## config.mk

```make
export PLATFORM = sky130hd
export DESIGN_NAME = seq_mult
export DESIGN_NICKNAME = d
export VERILOG_FILES = /design/src/rtl/seq_mult_pkg.sv /design/src/rtl/seq_mult_mult_step.sv /design/src/rtl/seq_mult.sv
export SDC_FILE = /design/constraint.sdc
export NUM_CORES = 1
export LEC_CHECK = 0
export ABC_CLOCK_PERIOD_IN_PS = 2550
export BUFFER_PORTS_ARGS = -buffer_cell sky130_fd_sc_hd__buf_2
export CAP_MARGIN = 20
export CELL_PAD_IN_SITES_DETAIL_PLACEMENT = 2
export CELL_PAD_IN_SITES_GLOBAL_PLACEMENT = 2
export CORE_MARGIN = 2
export CORE_UTILIZATION = 35
export CTS_BUF_LIST = sky130_fd_sc_hd__clkbuf_4
export DETAILED_ROUTE_END_ITERATION = 6
export PLACE_DENSITY = 0.77
export SETUP_SLACK_MARGIN = 0.15
export SLEW_MARGIN = 20
export SYNTH_ARGS = -nofsm -noshare
export SYNTH_HDL_FRONTEND = slang
export SYNTH_SLANG_ARGS = --single-unit
```

## constraint.sdc

```tcl
create_clock -name clk -period 2.55 [get_ports clk]
set_input_delay 0.255 -clock clk [delete_from_list [all_inputs] [get_ports clk]]
set_output_delay 0.255 -clock clk [all_outputs]
set_load 0.02 [all_outputs]
```

## src/rtl/seq_mult_pkg.sv

```systemverilog
// seq_mult_pkg
// Shared types and sizing helpers for the iterative shift-add multiplier.
//   state_t     : controller states (IDLE, BUSY, DONE)
//   countWidth  : width of the iteration counter for a given operand width
//   prodWidth   : product width (twice the operand width)
package seq_mult_pkg;

  typedef enum logic [1:0] {
    IDLE = 2'd0,
    BUSY = 2'd1,
    DONE = 2'd2
  } state_t;

  // The counter only has to reach WIDTH-1, so clog2(WIDTH) bits are enough.
  // The floor of one bit keeps the vector legal for tiny widths.
  function automatic int countWidth(input int width);
    return (width <= 2) ? 1 : $clog2(width);
  endfunction

  function automatic int prodWidth(input int width);
    return 2 * width;
  endfunction

endpackage

```

## src/rtl/seq_mult_mult_step.sv

```systemverilog
// mult_step
// One combinational shift-add iteration: conditionally adds the shifted
// multiplicand into the running accumulator.
//   acc_i        : running partial-product sum
//   mcand_i      : multiplicand already shifted to this iteration's weight
//   mplier_lsb_i : current multiplier bit
//   acc_o        : accumulator value after this iteration
module mult_step
  import seq_mult_pkg::*;
#(
  parameter int WIDTH = 8
) (
  input  logic [prodWidth(WIDTH)-1:0] acc_i,
  input  logic [prodWidth(WIDTH)-1:0] mcand_i,
  input  logic                        mplier_lsb_i,
  output logic [prodWidth(WIDTH)-1:0] acc_o
);

  // The accumulator is a full product wide, so this add never overflows.
  always_comb begin
    acc_o = acc_i;
    if (mplier_lsb_i) begin
      acc_o = acc_i + mcand_i;
    end
  end

endmodule

```

## src/rtl/seq_mult.sv

```systemverilog
// seq_mult
// Iterative WIDTH x WIDTH shift-add multiplier with valid/ready handshakes on
// both sides. One partial product is folded in per clock; the result appears
// WIDTH cycles after the operands are accepted and is held until taken.
//   clk, rst             : clock, asynchronous active-high reset
//   in_valid / in_ready  : operand handshake (a, b)
//   a, b                 : multiplicand and multiplier
//   out_valid / out_ready: product handshake (m)
//   m                    : 2*WIDTH product, held until the next result
// Build option SEQ_MULT_SIGNED_EN: treat a, b and m as two's complement.
// Without it the block is purely unsigned and has no negation logic.
module seq_mult
  import seq_mult_pkg::*;
#(
  parameter int WIDTH = 8
) (
  input  logic                        clk,
  input  logic                        rst,
  input  logic                        in_valid,
  output logic                        in_ready,
  input  logic [WIDTH-1:0]            a,
  input  logic [WIDTH-1:0]            b,
  output logic                        out_valid,
  input  logic                        out_ready,
  output logic [prodWidth(WIDTH)-1:0] m
);

  localparam int PW = prodWidth(WIDTH);
  localparam int CW = countWidth(WIDTH);
  localparam logic [CW-1:0] LAST = CW'(WIDTH - 1);

  state_t            state_q;
  logic [PW-1:0]     acc_q;
  logic [PW-1:0]     acc_d;
  logic [PW-1:0]     mcand_q;
  logic [WIDTH-1:0]  mplier_q;
  logic [CW-1:0]     count_q;
  logic [PW-1:0]     m_q;
  logic              out_valid_q;
  logic              in_ready_q;
  logic [WIDTH-1:0]  aMag;
  logic [WIDTH-1:0]  bMag;
  logic [PW-1:0]     result;

`ifdef SEQ_MULT_SIGNED_EN
  logic sign_q;

  // Magnitudes of the most negative value still fit WIDTH bits when read
  // as unsigned, so the unsigned core handles every signed corner exactly.
  assign aMag   = a[WIDTH-1] ? -a : a;
  assign bMag   = b[WIDTH-1] ? -b : b;
  assign result = sign_q ? -acc_d : acc_d;
`else
  assign aMag   = a;
  assign bMag   = b;
  assign result = acc_d;
`endif

  mult_step #(
    .WIDTH(WIDTH)
  ) u_step (
    .acc_i       (acc_q),
    .mcand_i     (mcand_q),
    .mplier_lsb_i(mplier_q[0]),
    .acc_o       (acc_d)
  );

  // Controller and datapath registers. Latency is fixed at WIDTH iterations
  // even when the multiplier runs out of set bits early.
  always_ff @(posedge clk or posedge rst) begin
    if (rst) begin
      state_q     <= IDLE;
      acc_q       <= '0;
      mcand_q     <= '0;
      mplier_q    <= '0;
      count_q     <= '0;
      m_q         <= '0;
      out_valid_q <= 1'b0;
      in_ready_q  <= 1'b1;
`ifdef SEQ_MULT_SIGNED_EN
      sign_q      <= 1'b0;
`endif
    end else begin
      case (state_q)
        IDLE: begin
          if (in_valid && in_ready_q) begin
            mcand_q    <= {{WIDTH{1'b0}}, aMag};
            mplier_q   <= bMag;
            acc_q      <= '0;
            count_q    <= '0;
            in_ready_q <= 1'b0;
            state_q    <= BUSY;
`ifdef SEQ_MULT_SIGNED_EN
            sign_q     <= a[WIDTH-1] ^ b[WIDTH-1];
`endif
          end
        end
        BUSY: begin
          acc_q    <= acc_d;
          mcand_q  <= mcand_q << 1;
          mplier_q <= mplier_q >> 1;
          count_q  <= count_q + CW'(1);
          // The final iteration's sum goes straight into m.
          if (count_q == LAST) begin
            m_q         <= result;
            out_valid_q <= 1'b1;
            state_q     <= DONE;
          end
        end
        DONE: begin
          if (out_ready) begin
            out_valid_q <= 1'b0;
            in_ready_q  <= 1'b1;
            state_q     <= IDLE;
          end
        end
        default: begin
          state_q     <= IDLE;
          out_valid_q <= 1'b0;
          in_ready_q  <= 1'b1;
        end
      endcase
    end
  end

  assign in_ready  = in_ready_q;
  assign out_valid = out_valid_q;
  assign m         = m_q;

endmodule

```

== After elaboration in Yosys (flattened, before gate mapping) ==
Cells that the tools add are included.

* Logic and storage cells: 45
* Flip-flop bits (word level): 63

* Equality and inequality tests: 6
* Multiplexer cells: 19
* Reduce and logical (&&, ||, !) cells: 8
* Add/sub/neg operators: 2
* Bitwise logic cells: 2

{| class="wikitable"
|+ Operators with widths
! kind !! count
|-
| $pmux 16 s2 || 2
|-
| $mux 16 || 3
|-
| $add 16x16->16 || 1
|-
| $pmux 8 s2 || 1
|-
| $reduce_and 3->1 || 3
|-
| $mux 8 || 1
|-
| $mux 2 || 3
|-
| $ne 2x2->1 const B || 3
|-
| $pmux 1 s3 || 2
|-
| $pmux 2 s3 || 1
|-
| $pmux 3 s2 || 1
|-
| $mux 1 || 4
|-
| $reduce_and 2->1 || 2
|-
| $add 3x1->3 const B || 1
|-
| $eq 3x3->1 const B || 1
|-
| $mux 3 || 1
|-
| $eq 2x1->1 const B || 1
|-
| $eq 2x2->1 const B || 1
|-
| $logic_not 2->1 || 1
|-
| $not 1->1 || 2
|-
| $reduce_bool 2->1 || 1
|-
| $logic_and 1x1->1 || 1
|}

== Logic depth before layout (Yosys ltp) ==
Gate-level depths: netlist (run 1).

* Word-level depth: 3
* Depth in mapped cells: 8
* Gate-level depth less buffers: 8

== Hierarchy ==
Synthesis (run 1) repeated with hierarchy kept, for this count alone.

* Cell total of the unflattened synthesis: 302
* Area total of the unflattened synthesis: 3554.7 µm²

{| class="wikitable"
|+ Modules (own cells, without submodules)
! module !! times used !! area an instance (µm²) !! sequential area each (µm²) !! cells an instance
|-
| seq_mult || 1 || 2592.5 || 1577.8 || 187
|-
| mult_step || 1 || 962.2 || 0.0 || 115
|}

== Worst setup path after synthesis (run 1) ==
No wires, ideal clock.

* Kind: flip-flop to flip-flop
* Start point: register acc_q[0]
* End point: register m_q[14] (netlist: m[14])
* Path slack: 140 ps
* Period minus slack after synthesis: 2410 ps
* Data arrival time: 2286 ps
* Library setup time: 124 ps
* Path buffers: 0
* Cell stages (with the launch flop): 9
* Path through: dfrtp_1 ha_1 fa_1 a211oi_1 o21ai_2 a31oi_1 o31ai_4 mux2i_1 a211o_1

* Longest elaborated chain between the ends: 2

{| class="wikitable"
|+ RTL lines
! what !! RTL line !! source
|-
| from (decl) || seq_mult.sv:33 || <nowiki>logic [PW-1:0] acc_q;</nowiki>
|-
| from (signal assigned) || seq_mult.sv:73 || <nowiki>acc_q <= '0;</nowiki>
|-
| from (signal assigned) || seq_mult.sv:89 || <nowiki>acc_q <= '0;</nowiki>
|-
| from (signal assigned) || seq_mult.sv:99 || <nowiki>acc_q <= acc_d;</nowiki>
|-
| $add 16x16->16 || seq_mult_mult_step.sv:23 || <nowiki>acc_o = acc_i + mcand_i;</nowiki>
|-
| $mux 16 || seq_mult_mult_step.sv:22 || <nowiki>if (mplier_lsb_i) begin</nowiki>
|-
| to (signal assigned) || seq_mult.sv:105 || <nowiki>m_q <= result;</nowiki>
|-
| to (decl) || seq_mult.sv:38 || <nowiki>logic [PW-1:0] m_q;</nowiki>
|}

No other way between the ends.
A chain may end at the register's enable or synchronous reset.

== Final worst setup path (run 1) ==
* Start point: register acc_q[0]
* End point: register m_q[12] (netlist: m[12])

The elaborated chain is that of the path after synthesis.

==> key figures, run 1 <==
Outcome
  • Status: finished, final reports clean

Finish
  • Area growth, synth to finish: 15.0%
  • Nets: 413
  • Fin cells: 509
  • Fillers: around 1.0k
  • Diodes inserted: 0
  • Layout cell share with drive strength beyond 1: 20.3%

Floorplan
  • Core ar.: 9330 µm²
  • Die Area: 10500 µm²
  • Starting Density: 36.3%
  • DIE HEIGHT: between 100 and 150 µm
  • Die X-Extent: around 100 µm
  • Num ports: 38
  • Site Rows: 35

Setup path
  • Reg-to-Reg End: m[12]$_DFFE_PP0P_
  • Critical setup path kind: flop to flop
  • CP Capture Type: flop
  • CP Launch Type: flop
  • CP required: roughly 2.9 ns
  • Reg2Reg Launch Point: acc_q[0]$_DFFE_PP0P_
  • Worst R2R Path Depth: 8
  • Crit path from: acc_q[0]$_DFFE_PP0P_
  • Worst EP arrival: 2.66 ns
  • Setup slack, reg-to-reg: 0.21 ns
  • CP max FO: 4

Worst hold path
  • Sink of the worst hold path: state_q[1]$_DFFE_PP0P_
  • Hold Path Stages: 2
  • Worst min path class: input pin to flop
  • Hold Startpoint: out_ready

Clock tree
  • Num CTS Buffers: 9
  • Clk_lat worst skew: 0.43 ns
  • H-tree depth: 3
  • CTS tree: built
  • CTS Buffer Depth: 2
  • CTS sink count: 63
  • Worst-path clk slew: approximately 0.11 ns
  • Root buffer cell: clkbuf_4

Timing
  • Slew headroom: 50.9%
  • Final Hold Viols: 0
  • Worst Tran Pin Value: 0.735 ns
  • Final setup viols: 0
  • RSZ-0062 raised after global routing: yes
  • Achievable clock frequency: 428 MHz
  • Final worst slack: ~0.21 ns
  • Minimum clock period: ~2.3 ns
  • Fin crit share: 91.6%
  • Fin. max-slew vios: 0
  • Clk_skew: 0.0220 ns
  • Worst hold slack: 0.0464 ns
  • Setup TNS: 0 ns

Global routing
  • First-pass GRT wire length: 15500 µm
  • Antenna violations before repair: 0
  • Pin count of the biggest net entering global routing: 42
  • Total Routing Usage GR: 19.5%
  • Remaining global-route overflow: 0
  • Number of global-route vias before repair: 3020

Placed design
  • Port buffer count: 37
  • Dpl cells: around 500
  • DP Wirelength: ~6400 µm
  • Setup WS pre-CTS: 0.0327 ns
  • GPL Wtd Cong: 0.804

Synthesis
  • Netlist cell types: 48
  • Mean Syn Cell Area: 10.1 µm²
  • Post-synth EDFFs: 0
  • Synth warn: 0
  • Seq/Total Area, Yosys: 46.6%
  • Syn Inst Count: between 300 and 400
  • Ys async rst share: 100%
  • Synthesized Nets: 373
  • Area of the mapped netlist: approximately 3400 µm²
  • #FFs+latches synth: between 60 and 70
  • Main synth FF type: dfrtp_1

Drt
  • Per-cell routed wire length: 17.6 µm
  • Routed WL: about 9000 µm
  • ANT nets after route: 0
  • Vias: 2696
  • Initial detailed-routing violation count: 95
  • Vias/cell: 5.30
  • DR DRC count: 0
  • Drt first pass iters: 4

Power and ir drop
  • Leakage: roughly 1.9 nW
  • Power density over the cells: 1240 nW/µm²
  • Peak VDD IR: 0.000390 V

Job
  • Max-Cap Viols: 0
==> synthesized netlist by cell type (2+ instances only) <==
library cell,n,share of area [%]
clkbuf_1,14,1.6
nor2_1,15,1.7
nand3_1,4,0.59
a22o_1,19,4.9
a41oi_1,2,0.52
xor2_1,2,0.52
dfrtp_1,62,46
a21o_1,11,2.4
nand3b_1,2,0.44
mux2i_1,25,7.4
ha_1,17,6.3
o211ai_1,2,0.44
buf_2,3,0.44
nor3b_1,4,0.89
and2_1,3,0.55
a31oi_1,4,0.74
nand2b_1,2,0.37
a21oi_1,13,1.9
a22oi_1,3,0.66
nand2_1,42,4.7
inv_1,5,0.55
xnor2_1,9,2.3
a211oi_1,3,0.66
o21ai_0,43,6.4
buf_1,2,0.22
a211o_1,2,0.52
==> worst max-delay path by stage <==
| stage | end | slack, ns | depth (start not counted) |
|---|---|---|---|
| 2_1_floorplan | m[12]$_DFFE_PP0P_ | 0.19 | 8 |
| 3_3_place_gp | m[12]$_DFFE_PP0P_ | 0.08 | 8 |
| 3_5_place_dp | acc_q[12]$_DFFE_PP0P_ | 0.03 | 9 |
| 4_1_cts | acc_q[12]$_DFFE_PP0P_ | 0.15 | 9 |
| 5_1_grt | acc_q[12]$_DFFE_PP0P_ | 0.09 | 9 |
| 6_report | m[12]$_DFFE_PP0P_ | 0.21 | 8 |
==> flip-flops by register name, indices dropped and copies added, names as in the netlist <==
register	count
m	16
out_valid	1
count_q	3
mplier_q	8
acc_q	16
in_ready	1
state_q	2
mcand_q	16
==> metrics by stage <==
stage               power [mW]  util (%)  cell area [µm²]
floorplan                 3.49         -             3390
global placement          4.06      40.2             3750
detailed placement        4.21      40.2             3750
CTS                       4.85      41.5             3870
global route              5.28      41.8             3890
finish                    4.82      41.8             3890
==> power breakdown <==
group	leakage (nW)	internal, mW	switching [mW]	total (mW)
logic	1.00	1.00	1.44	2.44
registers	0.824	1.40	0.361	1.77
clock network	0.0669	0.238	0.379	0.617
total	1.89	2.64	2.18	4.82
==> worst max-delay path, stage by stage, from the launching register on <==
cell,delay (ns)
dfrtp_1,0.42
ha_1,0.26
fa_2,0.37
a211oi_2,0.28
o21ai_2,0.14
a41oi_1,0.22
o21ai_1,0.13
mux2i_1,0.15
a211o_1,0.27
==> cell families (layout without fill, tap and decap cells) <==
kind of cell,count (synthesis),after routing,share of synthesized area [%]
adders and majority gates,18,18,6.87
buffers and inverters,24,69,2.77
AOI/OAI and AO/OA,113,113,22.2
DFF,63,63,46.6
muxes,26,26,7.72
and+or+nand+nor,80,80,11.0
xor gates and xnor gates,11,11,2.84
==> area by class of cell <==
class	instances	area [µm²]	share of cell area [%]
clock buffer	13	97.6	2.51
clock inverter	3	12.5	0.321
inverter	5	18.8	0.482
multi-input combinational	248	1740	44.8
sequential	63	1580	40.5
tap	129	161	4.14
timing repair buffer	48	283	7.26
==> repair_timing <==
item                       CTS  global route
cloned                       0             0
buffers inserted             0             1
setup endpoints to repair    3             8
pin swaps                    1             2
resized for setup            1             5
hold endpoints to repair    21             0
hold buffers                 1             0
==> routing by layer <==
| layer | vias to the layer above | track usage [%] | share of wire, % |
|---|---|---|---|
| met1 | 1361 | 24.8 | 46 |
| met2 | 36 | 32.9 | 49 |
| met5 | - | 0 | 0 |
| met4 | 0 | 6.26 | 1.2 |
| li1 | 1291 | - | - |
| met3 | 8 | 4.65 | 3.3 |
==> layout by cell type (no fill, tap or decap), types with 4 or more instances in the layout <==
cell	synthesis	final
o21ai_0	43	41
inv_1	5	4
a22o_1	19	19
a21o_1	11	11
a21oi_1	13	13
nor2_1	15	15
buf_2	3	37
xnor2_1	9	9
nor3b_1	4	4
ha_1	17	16
buf_4	0	9
dfrtp_1	62	62
mux2i_1	25	25
nand2_1	42	42
clkbuf_4	0	13
nand3_1	4	4
(Power assumes the default switching activity.)
==> run 2: changes to the inputs <==
- RECOVER_POWER: default -> 50
==> run 2 against run 1 <==
Compared with the run above: clock-buffer cell count did not move; via count did not move; total power fell by 0.29%; clock skew barely moved; combinational power barely moved; register-to-register slack barely moved.
==> key figures, run 2 (synthesis gave the netlist of run 1 again) <==
Drt
  • ANT nets after route: 0 (unchanged)
  • Routed WL: 8940 µm (unchanged)
  • Vias: 2696 (unchanged)
  • Drt first pass iters: 4 (unchanged)
  • DR DRC count: 0 (unchanged)
  • Per-cell routed wire length: 17.6 µm (unchanged)
  • Vias/cell: 5.30 (unchanged)
  • Initial detailed-routing violation count: 93 (-2.1%)

Clock tree
  • Num CTS Buffers: 9 (unchanged)
  • CTS tree: built
  • CTS sink count: 63 (unchanged)
  • Root buffer cell: clkbuf_4
  • CTS Buffer Depth: 2 (unchanged)
  • H-tree depth: 3 (unchanged)
  • Worst-path clk slew: 0.11 ns (about the same)
  • Clk_lat worst skew: 0.43 ns (about the same)

Setup path
  • CP Capture Type: flop
  • Worst R2R Path Depth: 8 (unchanged)
  • Reg2Reg Launch Point: acc_q[0]$_DFFE_PP0P_
  • CP max FO: 4 (unchanged)
  • CP required: 2.87 ns (about the same)
  • Worst EP arrival: 2.66 ns (about the same)
  • Critical setup path kind: flop to flop
  • Setup slack, reg-to-reg: 0.21 ns (about the same)
  • Reg-to-Reg End: m[12]$_DFFE_PP0P_
  • CP Launch Type: flop

Timing
  • Minimum clock period: 2.34 ns (-0.0000340 ns)
  • Clk_skew: 0.0220 ns (+0.000000100 ns)
  • Worst Tran Pin Value: 1.04 ns (+0.308 ns)
  • Slew headroom: 30.5% (-20 points)
  • Achievable clock frequency: 428 MHz (about the same)
  • Fin crit share: 91.6% (about the same)
  • RSZ-0062 raised after global routing: yes
  • Setup TNS: 0 ns (unchanged)
  • Fin. max-slew vios: 0 (unchanged)
  • Final setup viols: 0 (unchanged)
  • Final worst slack: 0.214 ns (+0.0000340 ns)
  • Final Hold Viols: 0 (unchanged)

Floorplan
  • DIE HEIGHT: 102 µm (unchanged)
  • Site Rows: 35 (unchanged)
  • Num ports: 38 (unchanged)
  • Die Area: 10500 µm² (unchanged)
  • Starting Density: 36.3% (unchanged)
  • Core ar.: 9330 µm² (unchanged)
  • Die X-Extent: 102 µm (unchanged)

Job
  • Max-Cap Viols: 0 (unchanged)

Global routing
  • Total Routing Usage GR: 19.5% (unchanged)
  • Pin count of the biggest net entering global routing: 42 (unchanged)
  • First-pass GRT wire length: 15500 µm (unchanged)
  • Remaining global-route overflow: 0 (unchanged)
  • Antenna violations before repair: 0 (unchanged)
  • Number of global-route vias before repair: 3020 (unchanged)

Finish
  • Diodes inserted: 0 (unchanged)
  • Most common cell after layout, fill and taps aside: dfrtp_1
  • Layout cell share with drive strength beyond 1: 18.4% (-1.8 points)
  • Nets: 413 (unchanged)
  • Area growth, synth to finish: 14.3%
  • Most frequent cells in the layout: dfrtp_1, nand2_1, o21ai_0

Power and ir drop
  • Power density over the cells: 1240 nW/µm² (+0.26%)
  • Leakage: 1.87 nW (-1.3%)
  • Peak VDD IR: 0.000390 V (about the same)
  • Design Power: 4.81 mW (-0.29%)

Worst hold path
  • Hold Startpoint: out_ready
  • Hold Path Stages: 2 (unchanged)
  • Worst min path class: input pin to flop
  • Sink of the worst hold path: state_q[1]$_DFFE_PP0P_

Outcome
  • Status: finished, final reports clean

Placed design
  • DP Wirelength: 6450 µm (unchanged)
  • Setup WS pre-CTS: 0.0327 ns (unchanged)
  • GPL Wtd Cong: 0.804 (unchanged)
  • Port buffer count: 37 (unchanged)
-- run 2: final cells by class --
| cell class | instances | area (µm²) |
|---|---|---|
| Clock buffer | 13 | 97.6 |
| Clock inverter | 3 | 12.5 |
| Fill cell | 1040 | 5450 |
| Inverter | 5 | 18.8 |
| Multi-Input combinational cell | 248 | 1740 |
| Sequential cell | 63 | 1580 |
| Tap cell | 129 | 161 |
| Timing Repair Buffer | 48 | 262 |
-- run 2: what timing repair did --
action / CTS / global route
setup buffers: 0 / 1
resized for setup: 1 / 5
setup endpoints to repair: 3 / 8
hold buffers: 1 / 0
endpoints found under the hold margin: 21 / 0
pin swaps: 1 / 2
-- run 2: metal layers --
metal | track usage (%) | vias up | wire, µm
li1 | - | 1290 | -
met1 | 24.8 | 1360 | 4120
met2 | 32.9 | 38 | 4400
met3 | 4.65 | 8 | 324
met4 | 6.26 | 0 | 104
met5 | 0 | - | 0
-- run 2: worst max-delay path by stage --
stage	from	slack, ns	end
after detailed placement	acc_q[0]$_DFFE_PP0P_	0.03	acc_q[12]$_DFFE_PP0P_
after floorplan	acc_q[0]$_DFFE_PP0P_	0.19	m[12]$_DFFE_PP0P_
after CTS	acc_q[0]$_DFFE_PP0P_	0.15	acc_q[12]$_DFFE_PP0P_
after global placement	acc_q[0]$_DFFE_PP0P_	0.08	m[12]$_DFFE_PP0P_
final	acc_q[0]$_DFFE_PP0P_	0.21	m[12]$_DFFE_PP0P_
after global routing	acc_q[0]$_DFFE_PP0P_	0.09	acc_q[12]$_DFFE_PP0P_
-- run 2: power breakdown --
part | internal (mW) | switching [mW]
clock network | 0.238 | 0.378
registers | 1.40 | 0.361
logic | 0.991 | 1.44
total | 2.63 | 2.18
-- run 2: metrics by stage --
step	cells	instance area [µm²]	utilization [%]	hold slack [ns]
final	509	3870	41.5	0.0469
after CTS	508	3870	41.5	0.0266
after detailed placement	491	3750	40.2	0.336
after global routing	509	3870	41.5	0.0189
after floorplan	335	3390	-	0.341
after global placement	491	3750	40.2	0.332
-- run 2: worst max-delay path, cell delays in order (launching register included) --
cell      delay [ns]
dfrtp_1         0.42
ha_1            0.26
fa_2            0.37
a211oi_2        0.28
o21ai_2         0.14
a41oi_1         0.22
o21ai_1         0.13
mux2i_1         0.15
a211o_1         0.27
